<file path="config.mk">
export PLATFORM = sky130hd
export DESIGN_NAME = squeeze_serializer_flat
export DESIGN_NICKNAME = d
export VERILOG_FILES = /design/src/rtl/squeeze_serializer_if.sv /design/src/rtl/squeeze_serializer.sv /design/src/flat_wrapper.sv
export SDC_FILE = /design/constraint.sdc
export NUM_CORES = 1
export LEC_CHECK = 0
export ABC_AREA = 1
export BUFFER_PORTS_ARGS = -buffer_cell sky130_fd_sc_hd__buf_2
export CAP_MARGIN = 20
export CORE_ASPECT_RATIO = 1.5
export CORE_MARGIN = 2
export CORE_UTILIZATION = 45
export CTS_CLUSTER_SIZE = 28
export DETAILED_ROUTE_END_ITERATION = 6
export PLACE_DENSITY = 0.86
export SLEW_MARGIN = 20
export SYNTH_ARGS = -nofsm -noshare
export SYNTH_HDL_FRONTEND = slang
export SYNTH_SLANG_ARGS = --single-unit
</file>
<file path="constraint.sdc">
create_clock -name clk -period 4 [get_ports clk]
set_input_delay 0.2 -clock clk [delete_from_list [all_inputs] [get_ports clk]]
set_output_delay 0.2 -clock clk [all_outputs]
set_load 0.05 [all_outputs]
</file>
<file path="src/rtl/squeeze_serializer_if.sv">
// rtl/squeeze_serializer_if.sv - output word stream bundle of the squeeze serializer
interface squeeze_serializer_if #(
    parameter int W = 64
);
    logic [W-1:0] dout;
    logic         dout_valid;
    logic         dout_ready;
    logic         dout_last;
    logic [3:0]   dout_bytes;

    modport master (
        output dout,
        output dout_valid,
        output dout_last,
        output dout_bytes,
        input  dout_ready
    );

    modport slave (
        input  dout,
        input  dout_valid,
        input  dout_last,
        input  dout_bytes,
        output dout_ready
    );
endinterface

</file>
<file path="src/rtl/squeeze_serializer.sv">
// rtl/squeeze_serializer.sv - streams squeezed Keccak state lanes, requesting permutations at rate boundaries
module squeeze_serializer #(
    parameter int W              = 64,
    parameter int LEN_WIDTH      = 32,
    parameter int MAX_RATE_WORDS = 21
) (
    input  logic                 clk,
    input  logic                 rst,
    input  logic                 start,
    input  logic [LEN_WIDTH-1:0] out_len,
    input  logic [4:0]           rate_words,
    output logic [4:0]           state_idx,
    input  logic [W-1:0]         state_word,
    output logic                 perm_start,
    input  logic                 perm_done,
    output logic                 busy,
    output logic                 done,
    squeeze_serializer_if.master dout_if
);
    typedef enum logic [1:0] {IDLE, EMIT, PERM_WAIT, FINISH} state_t;

    localparam logic [LEN_WIDTH-1:0] W_LEN = LEN_WIDTH'(W);
    localparam logic [4:0]           R_MAX = 5'(MAX_RATE_WORDS);
    localparam int                   BW    = $clog2(W + 8) + 1;

    state_t               state;
    state_t               state_nx;
    logic [LEN_WIDTH-1:0] remaining;
    logic [4:0]           rate_q;
    logic [4:0]           rate_eff;
    logic [LEN_WIDTH-1:0] take;
    logic [BW-1:0]        take_small;
    logic [W-1:0]         keep_mask;
    logic                 at_last;
    logic                 at_boundary;

    assign rate_eff    = (rate_words == 5'd0 || rate_words > R_MAX) ? R_MAX : rate_words;
    assign take        = (remaining < W_LEN) ? remaining : W_LEN;
    assign take_small  = BW'(take);
    assign at_last     = (remaining <= W_LEN);
    assign at_boundary = (state_idx == rate_q - 5'd1);

    always_comb begin
        keep_mask = '0;
        for (int i = 0; i < W; i++) begin
            keep_mask[i] = (LEN_WIDTH'(i) < remaining);
        end
    end

    always_ff @(posedge clk or posedge rst) begin
        if (rst) begin
            state <= IDLE;
        end else begin
            state <= state_nx;
        end
    end

    always_comb begin
        state_nx = state;
        case (state)
            IDLE: begin
                if (start) begin
                    state_nx = (out_len == '0) ? FINISH : EMIT;
                end
            end
            EMIT: begin
                // The last word wins over a coinciding rate boundary: no trailing permutation.
                if (dout_if.dout_ready) begin
                    if (at_last) begin
                        state_nx = FINISH;
                    end else if (at_boundary) begin
                        state_nx = PERM_WAIT;
                    end
                end
            end
            PERM_WAIT: begin
                if (perm_done) begin
                    state_nx = EMIT;
                end
            end
            FINISH:  state_nx = IDLE;
            default: state_nx = IDLE;
        endcase
    end

    always_ff @(posedge clk or posedge rst) begin
        if (rst) begin
            remaining  <= '0;
            rate_q     <= '0;
            state_idx  <= '0;
            perm_start <= 1'b0;
        end else begin
            perm_start <= 1'b0;
            case (state)
                IDLE: begin
                    if (start) begin
                        remaining <= out_len;
                        rate_q    <= rate_eff;
                        state_idx <= '0;
                    end
                end
                EMIT: begin
                    if (dout_if.dout_ready) begin
                        remaining <= remaining - take;
                        if (!at_last) begin
                            state_idx  <= at_boundary ? 5'd0 : state_idx + 5'd1;
                            perm_start <= at_boundary;
                        end
                    end
                end
                default: ;
            endcase
        end
    end

    always_comb begin
        dout_if.dout       = '0;
        dout_if.dout_valid = 1'b0;
        dout_if.dout_last  = 1'b0;
        dout_if.dout_bytes = 4'd0;
        busy               = (state != IDLE);
        done               = (state == FINISH);
        if (state == EMIT) begin
            dout_if.dout       = state_word & keep_mask;
            dout_if.dout_valid = 1'b1;
            dout_if.dout_last  = at_last;
            dout_if.dout_bytes = 4'((take_small + BW'(7)) >> 3);
        end
    end
endmodule

</file>
<file path="src/flat_wrapper.sv">
// flat-port wrapper written by rule: the top's interface ports become plain ports
module squeeze_serializer_flat 
#(
    parameter int W              = 64,
    parameter int LEN_WIDTH      = 32,
    parameter int MAX_RATE_WORDS = 21
)
  (clk, rst, start, out_len, rate_words, state_idx, state_word, perm_start, perm_done, busy, done, dout_if_dout, dout_if_dout_valid, dout_if_dout_last, dout_if_dout_bytes, dout_if_dout_ready);
  squeeze_serializer_if #(.W(W)) dout_if_i ();
  input  logic clk;
  input  logic rst;
  input  logic start;
  input  logic [LEN_WIDTH-1:0] out_len;
  input  logic [4:0] rate_words;
  output logic [4:0] state_idx;
  input  logic [W-1:0] state_word;
  output logic perm_start;
  input  logic perm_done;
  output logic busy;
  output logic done;
  output wire logic [$bits(dout_if_i.dout)-1:0] dout_if_dout;
  output wire logic [$bits(dout_if_i.dout_valid)-1:0] dout_if_dout_valid;
  output wire logic [$bits(dout_if_i.dout_last)-1:0] dout_if_dout_last;
  output wire logic [$bits(dout_if_i.dout_bytes)-1:0] dout_if_dout_bytes;
  input wire logic [$bits(dout_if_i.dout_ready)-1:0] dout_if_dout_ready;
  assign dout_if_dout = dout_if_i.dout;
  assign dout_if_dout_valid = dout_if_i.dout_valid;
  assign dout_if_dout_last = dout_if_i.dout_last;
  assign dout_if_dout_bytes = dout_if_i.dout_bytes;
  assign dout_if_i.dout_ready = dout_if_dout_ready;
  squeeze_serializer #(.W(W), .LEN_WIDTH(LEN_WIDTH), .MAX_RATE_WORDS(MAX_RATE_WORDS)) u_core (.clk(clk), .rst(rst), .start(start), .out_len(out_len), .rate_words(rate_words), .state_idx(state_idx), .state_word(state_word), .perm_start(perm_start), .perm_done(perm_done), .busy(busy), .done(done), .dout_if(dout_if_i));
endmodule
</file>
# After elaboration in Yosys (flattened, before gate mapping)
# Cells that the tools add are included.
[op_classes]
n_addsub = 4
magnitude_cmp = 67
n_eq_ne = 9
n_mux = 24
n_bitwise = 1
reduce_logical = 10
[op_table]
columns = ["cell", "count"]
rows = [
  ["$lt 6x32->1 const A", 32],
  ["$lt 5x32->1 const A", 16],
  ["$lt 4x32->1 const A", 8],
  ["$lt 3x32->1 const A", 4],
  ["$mux 32", 3],
  ["$and 64x64->64", 1],
  ["$lt 1x32->1 const A", 2],
  ["$lt 2x32->1 const A", 2],
  ["$mux 64", 1],
  ["$pmux 32 s2", 1],
  ["$le 32x7->1 const B", 1],
  ["$logic_not 32->1", 1],
  ["$lt 32x7->1 const B", 1],
  ["$sub 32x32->32", 1],
  ["$mux 5", 5],
  ["$mux 2", 6],
  ["$pmux 5 s2", 1],
  ["$ne 2x2->1 const B", 4],
  ["$pmux 2 s4", 1],
  ["$reduce_and 4->1", 2],
  ["$add 7x3->7 const B", 1],
  ["$add 5x1->5 const B", 1],
  ["$eq 5x5->1", 1],
  ["$gt 5x5->1 const B", 1],
  ["12 further kinds", 18],
]
[word_totals]
regBits = 45
output_inout_bits = 78

# Logic depth before layout (Yosys ltp)
[depth]
depth_word = 6
mapped_depth = 17

# Worst setup path before layout
# Ideal clock, no wire load.
[synth_timing]
path_kind = "register to output"
from = "register u_core.remaining[12]"
to = "output dout_if_dout_bytes[1]"
arrival_ns = 2.637
path_slack_ns = 1.163
stages_incl_launch_ff = 9
n_path_buf = 1
cell_sequence = "dfrtp_1 nor2_2 nand2_2 inv_2 nand2_4 nor2_8 nand2_8 clkbuf_1 nor4_1"
[synth_via]
elab_chain_len = 4
[synth_lines]
columns = ["element", "line_no", "rtl"]
rows = [
  ["start, declared", "squeeze_serializer.sv:28", "logic [LEN_WIDTH-1:0] remaining;"],
  ["start signal, assigned", "squeeze_serializer.sv:97", "remaining <= out_len;"],
  ["start signal, assigned", "squeeze_serializer.sv:104", "remaining <= remaining - take;"],
  ["$lt 32x7->1", "squeeze_serializer.sv:38", "assign take = (remaining < W_LEN) ? remaining : W_LEN;"],
  ["$mux 32", "squeeze_serializer.sv:38", ""],
  ["$add 7x3->7", "squeeze_serializer.sv:127", "dout_if.dout_bytes = 4'((take_small + BW'(7)) >> 3);"],
  ["$mux 4", "squeeze_serializer.sv:123", "if (state == EMIT) begin"],
  ["end, declared", "flat_wrapper.sv:24", "output wire logic [$bits(dout_if_i.dout_bytes)-1:0] dout_if_dout_bytes;"],
]
# Every way passes these cells.

# Worst setup path in the final report
[layout_timing]
from = "register u_core.remaining[12]"
to = "output dout_if_dout[14]"
[layout_via]
elab_chain_len = 3
[layout_lines]
columns = ["element", "line_no", "rtl"]
rows = [
  ["$lt 4x32->1", "squeeze_serializer.sv:46", "keep_mask[i] = (LEN_WIDTH'(i) < remaining);"],
  ["$and 64x64->64", "squeeze_serializer.sv:124", "dout_if.dout = state_word & keep_mask;"],
  ["$mux 64", "squeeze_serializer.sv:123", ""],
  ["end, declared", "flat_wrapper.sv:21", "output wire logic [$bits(dout_if_i.dout)-1:0] dout_if_dout;"],
]
# Every way passes these cells.

==> impl_metrics.ini <==
[route]
wirelength_um = 16830
drt-vias-per-instance = 5.515
wl_per_cell_um = 16.43
drt_iter0_drc = 415
num_vias = 5647
drc = 0
final_antenna_net_count = 0
drtPass1Iterations = 5

[finish]
syn2layout_area_growth_pct = 24.59
ff_latch_area_um2 = 1126
multi_input_area_um2 = 2848
fillers = 995
drive_gt1_share_pct = 26.51
utilization_pct = 57.58
design_area_um2 = 5579
n_antenna_cell = 0
final_nets = 1017

[synth]
synthCells = 743
ys_seq_area_share_pct = 25.15
synth-main-ff-cell = dfrtp_1
ys_types = 49
synth_area_um2 = 4478
async_flop_share_pct = 100.0
synth-edff-count = 0
ys_ff_latch = 45
syn_avg_cell_area_um2 = 6.027
syn_nets = 852
ys_warn_count = 0

[floorplanning]
io_pins = 184
die_area_um2 = 10780
die_y_um = 126.2
start_util_pct = 46.22
die_w_um = 85.45
rows = 44
core_um2 = 9689

[placed_design]
dp_slack_ns = 1.127
portBuffers = 183
placed_area_um2 = 5440
hpwl_um = 13390
place.gp.congestion = 1.026

[sta]
maxSlewHeadroom_pct = 45.54
post-route-period-util_pct = 79.97
hold_violations = 0
fin_crit_ns = 3.199
worst_slew_pin_slew_ns = 0.8101
fmax_mhz = 312.6
worst_slack_ns = 0.8013
rsz0062_at_grt = no
fin_skew_ns = 0.009594
fin_tns_setup_ns = 0
holdWs_ns = 0.04654
maxSlewViolCount = 0
setup_viol = 0

[clocking]
numCtsBuffers = 5
insertion_delay_ns = 0.29
cts_tree = built
postCtsSetupRepairBufs = 0
cts.sinks = 45
cts_max_level = 2
cts_resized = 0
clk_path_buf_depth = 2
hold_buffers = 0
cts_root_buf = clkbuf_16
path_clk_slew_ns = 0.07

[power]
switching_power_uw = 2945
p_clk_share_pct = 8.7
p_leak_uw = 0.003018
share_comb_of_total_power_pct = 71.7
seqPwrFrac_pct = 19.6
power_density_nw_per_um2 = 844.7
peakVddDrop_v = 0.0005572
power.internal_uw = 1768
p_sw_share_pct = 62.49

[worst_setup_path]
cp_top_family = simple AND/OR/NAND/NOR gates
crit_type = flop to output port
required_ns = 3.80
cp-end-kind = output port
cp-start-kind = flop
slowest_stage = dfrtp_1
cp.arrival_ns = 3.00
critPathBufInv = 4
critPathMaxFanout = 17
path_cells = nor2_2 -> nand2_2 -> inv_2 -> nand2_4 -> nor2_8 -> nand2_8 -> nor2_4 -> inv_2 -> nor2_2 -> inv_2 -> o21ai_1 -> nor2_1 -> buf_2
cp_common_cell = inv_2
critPathMaxStageDelay_ns = 0.45

[status]
status = finished, final reports clean

[worst_hold_path]
hp-class = input port to asynchronous set/reset pin

[global_routing]
grt_max_degree = 52
grt_pass1_wl_um = 25850
grtUsageTotal_pct = 30.45
overflow = 0
antenna_found_initial = 0
grt_pass1_vias = 5211

[flow_run]
maxCapViolCount = 0
[placed cells by master, fill, tap and decap left out, types with 7 or more instances in the layout]
cell type and count:
a21oi_1 42, nor2_1 114, nor2_4 7, nand3_1 56
a31oi_1 7, buf_2 183, o21ai_1 9, dfrtp_1 45
inv_1 85, xor2_1 10, nand4_1 17, nand2_1 172
nor3_1 10, nor2_2 7, inv_2 10, o21ai_0 61
o22ai_1 9
[power groups by stage]
stage,Sequential (µW),Combinational (µW),Clock (µW)
6_report,925,3380,410
3_5_place_dp,923,3340,0
5_1_grt,957,3680,427
3_3_place_gp,911,3310,0
2_1_floorplan,890,2590,0
4_1_cts,915,3350,416
[metal layers]
metal  routed length (µm)  track usage (%)
met1                 6195            34.94
met4                  894            16.90
met3                 1448            3.997
met5                    0                0
met2                 8288            53.58
[sequential cells by signal, indices dropped and copies added (netlist names)]
| name | cells |
|---|---|
| u_core.remaining | 32 |
| u_core.rate_q | 5 |
| u_core.state_idx | 5 |
| u_core.state | 2 |
| u_core.perm_start | 1 |
[metrics by stage]
step	power, µW	instances
after floorplan	3477	743
after global placement	4226	1016
after detailed placement	4263	1016
after CTS	4684	1024
after global routing	5065	1024
final	4713	1024
[final timing paths]
path	startpoint	to	slack (ns)	cells after the start
min reg2reg	u_core.remaining[31]	u_core.remaining[31]	0.52	2
min	rst	u_core.rate_q[0]	0.05	3
max	u_core.remaining[12]	dout_if_dout[14]	0.80	13
max reg2reg	u_core.state[1]	u_core.state_idx[1]	1.54	9
max in group asynchronous	rst	u_core.remaining[15]	3.54	3
min in group clk	out_len[0]	u_core.remaining[0]	0.16	3
[worst register-to-register path, cell delays in order, from the launching register on]
cell	delay [ns]
dfrtp_1	0.43
nor2_4	0.38
nand2_1	0.12
nand2_1	0.08
buf_4	0.35
inv_1	0.47
nor2_4	0.33
inv_2	0.07
nand2_1	0.05
o21ai_0	0.07
[layout make-up]
class / instances / area share (%)
multi-input cells: 570 / 51.04
flip-flops and latches: 45 / 20.18
repair buffers: 188 / 17.09
inverters: 98 / 6.616
well taps: 115 / 2.579
clock buffers: 6 / 2.310
clock inverters: 2 / 0.1794
[kinds of logic (layout without fill, tap and decap cells)]
kind of cell	count (synthesis)	in the layout	synth area share, %
compound gates	147	147	18.89
xor+xnor	13	13	2.543
fa+ha+maj	3	3	0.8383
flops	45	45	25.15
mux	1	1	0.2235
buf+inv	128	294	11.43
simple gates	405	405	40.85
other cells	1	1	0.08374
[Yosys cell counts, types with 3 or more instances]
master / count / area share [%]
nand2_1: 172 / 14
nor2_1: 115 / 9.6
inv_1: 86 / 7.2
o21ai_0: 61 / 6.8
nand3_1: 56 / 6.3
dfrtp_1: 45 / 25
a21oi_1: 42 / 4.7
clkbuf_1: 18 / 1.5
nand4_1: 17 / 2.4
inv_2: 10 / 0.84
nor3_1: 10 / 1.1
xor2_1: 10 / 2.0
o21ai_1: 9 / 1.0
o22ai_1: 9 / 1.3
a31oi_1: 7 / 0.98
nor2_2: 7 / 0.98
buf_2: 6 / 0.67
nor2_4: 6 / 1.5
or2_2: 6 / 0.84
o211ai_1: 5 / 0.84
ha_1: 3 / 0.84
nand2_2: 3 / 0.42
nand2_4: 3 / 0.75
nor4_1: 3 / 0.42
o2111a_1: 3 / 0.75
xnor2_1: 3 / 0.59
Note: power is estimated with default switching activity, not from simulation.
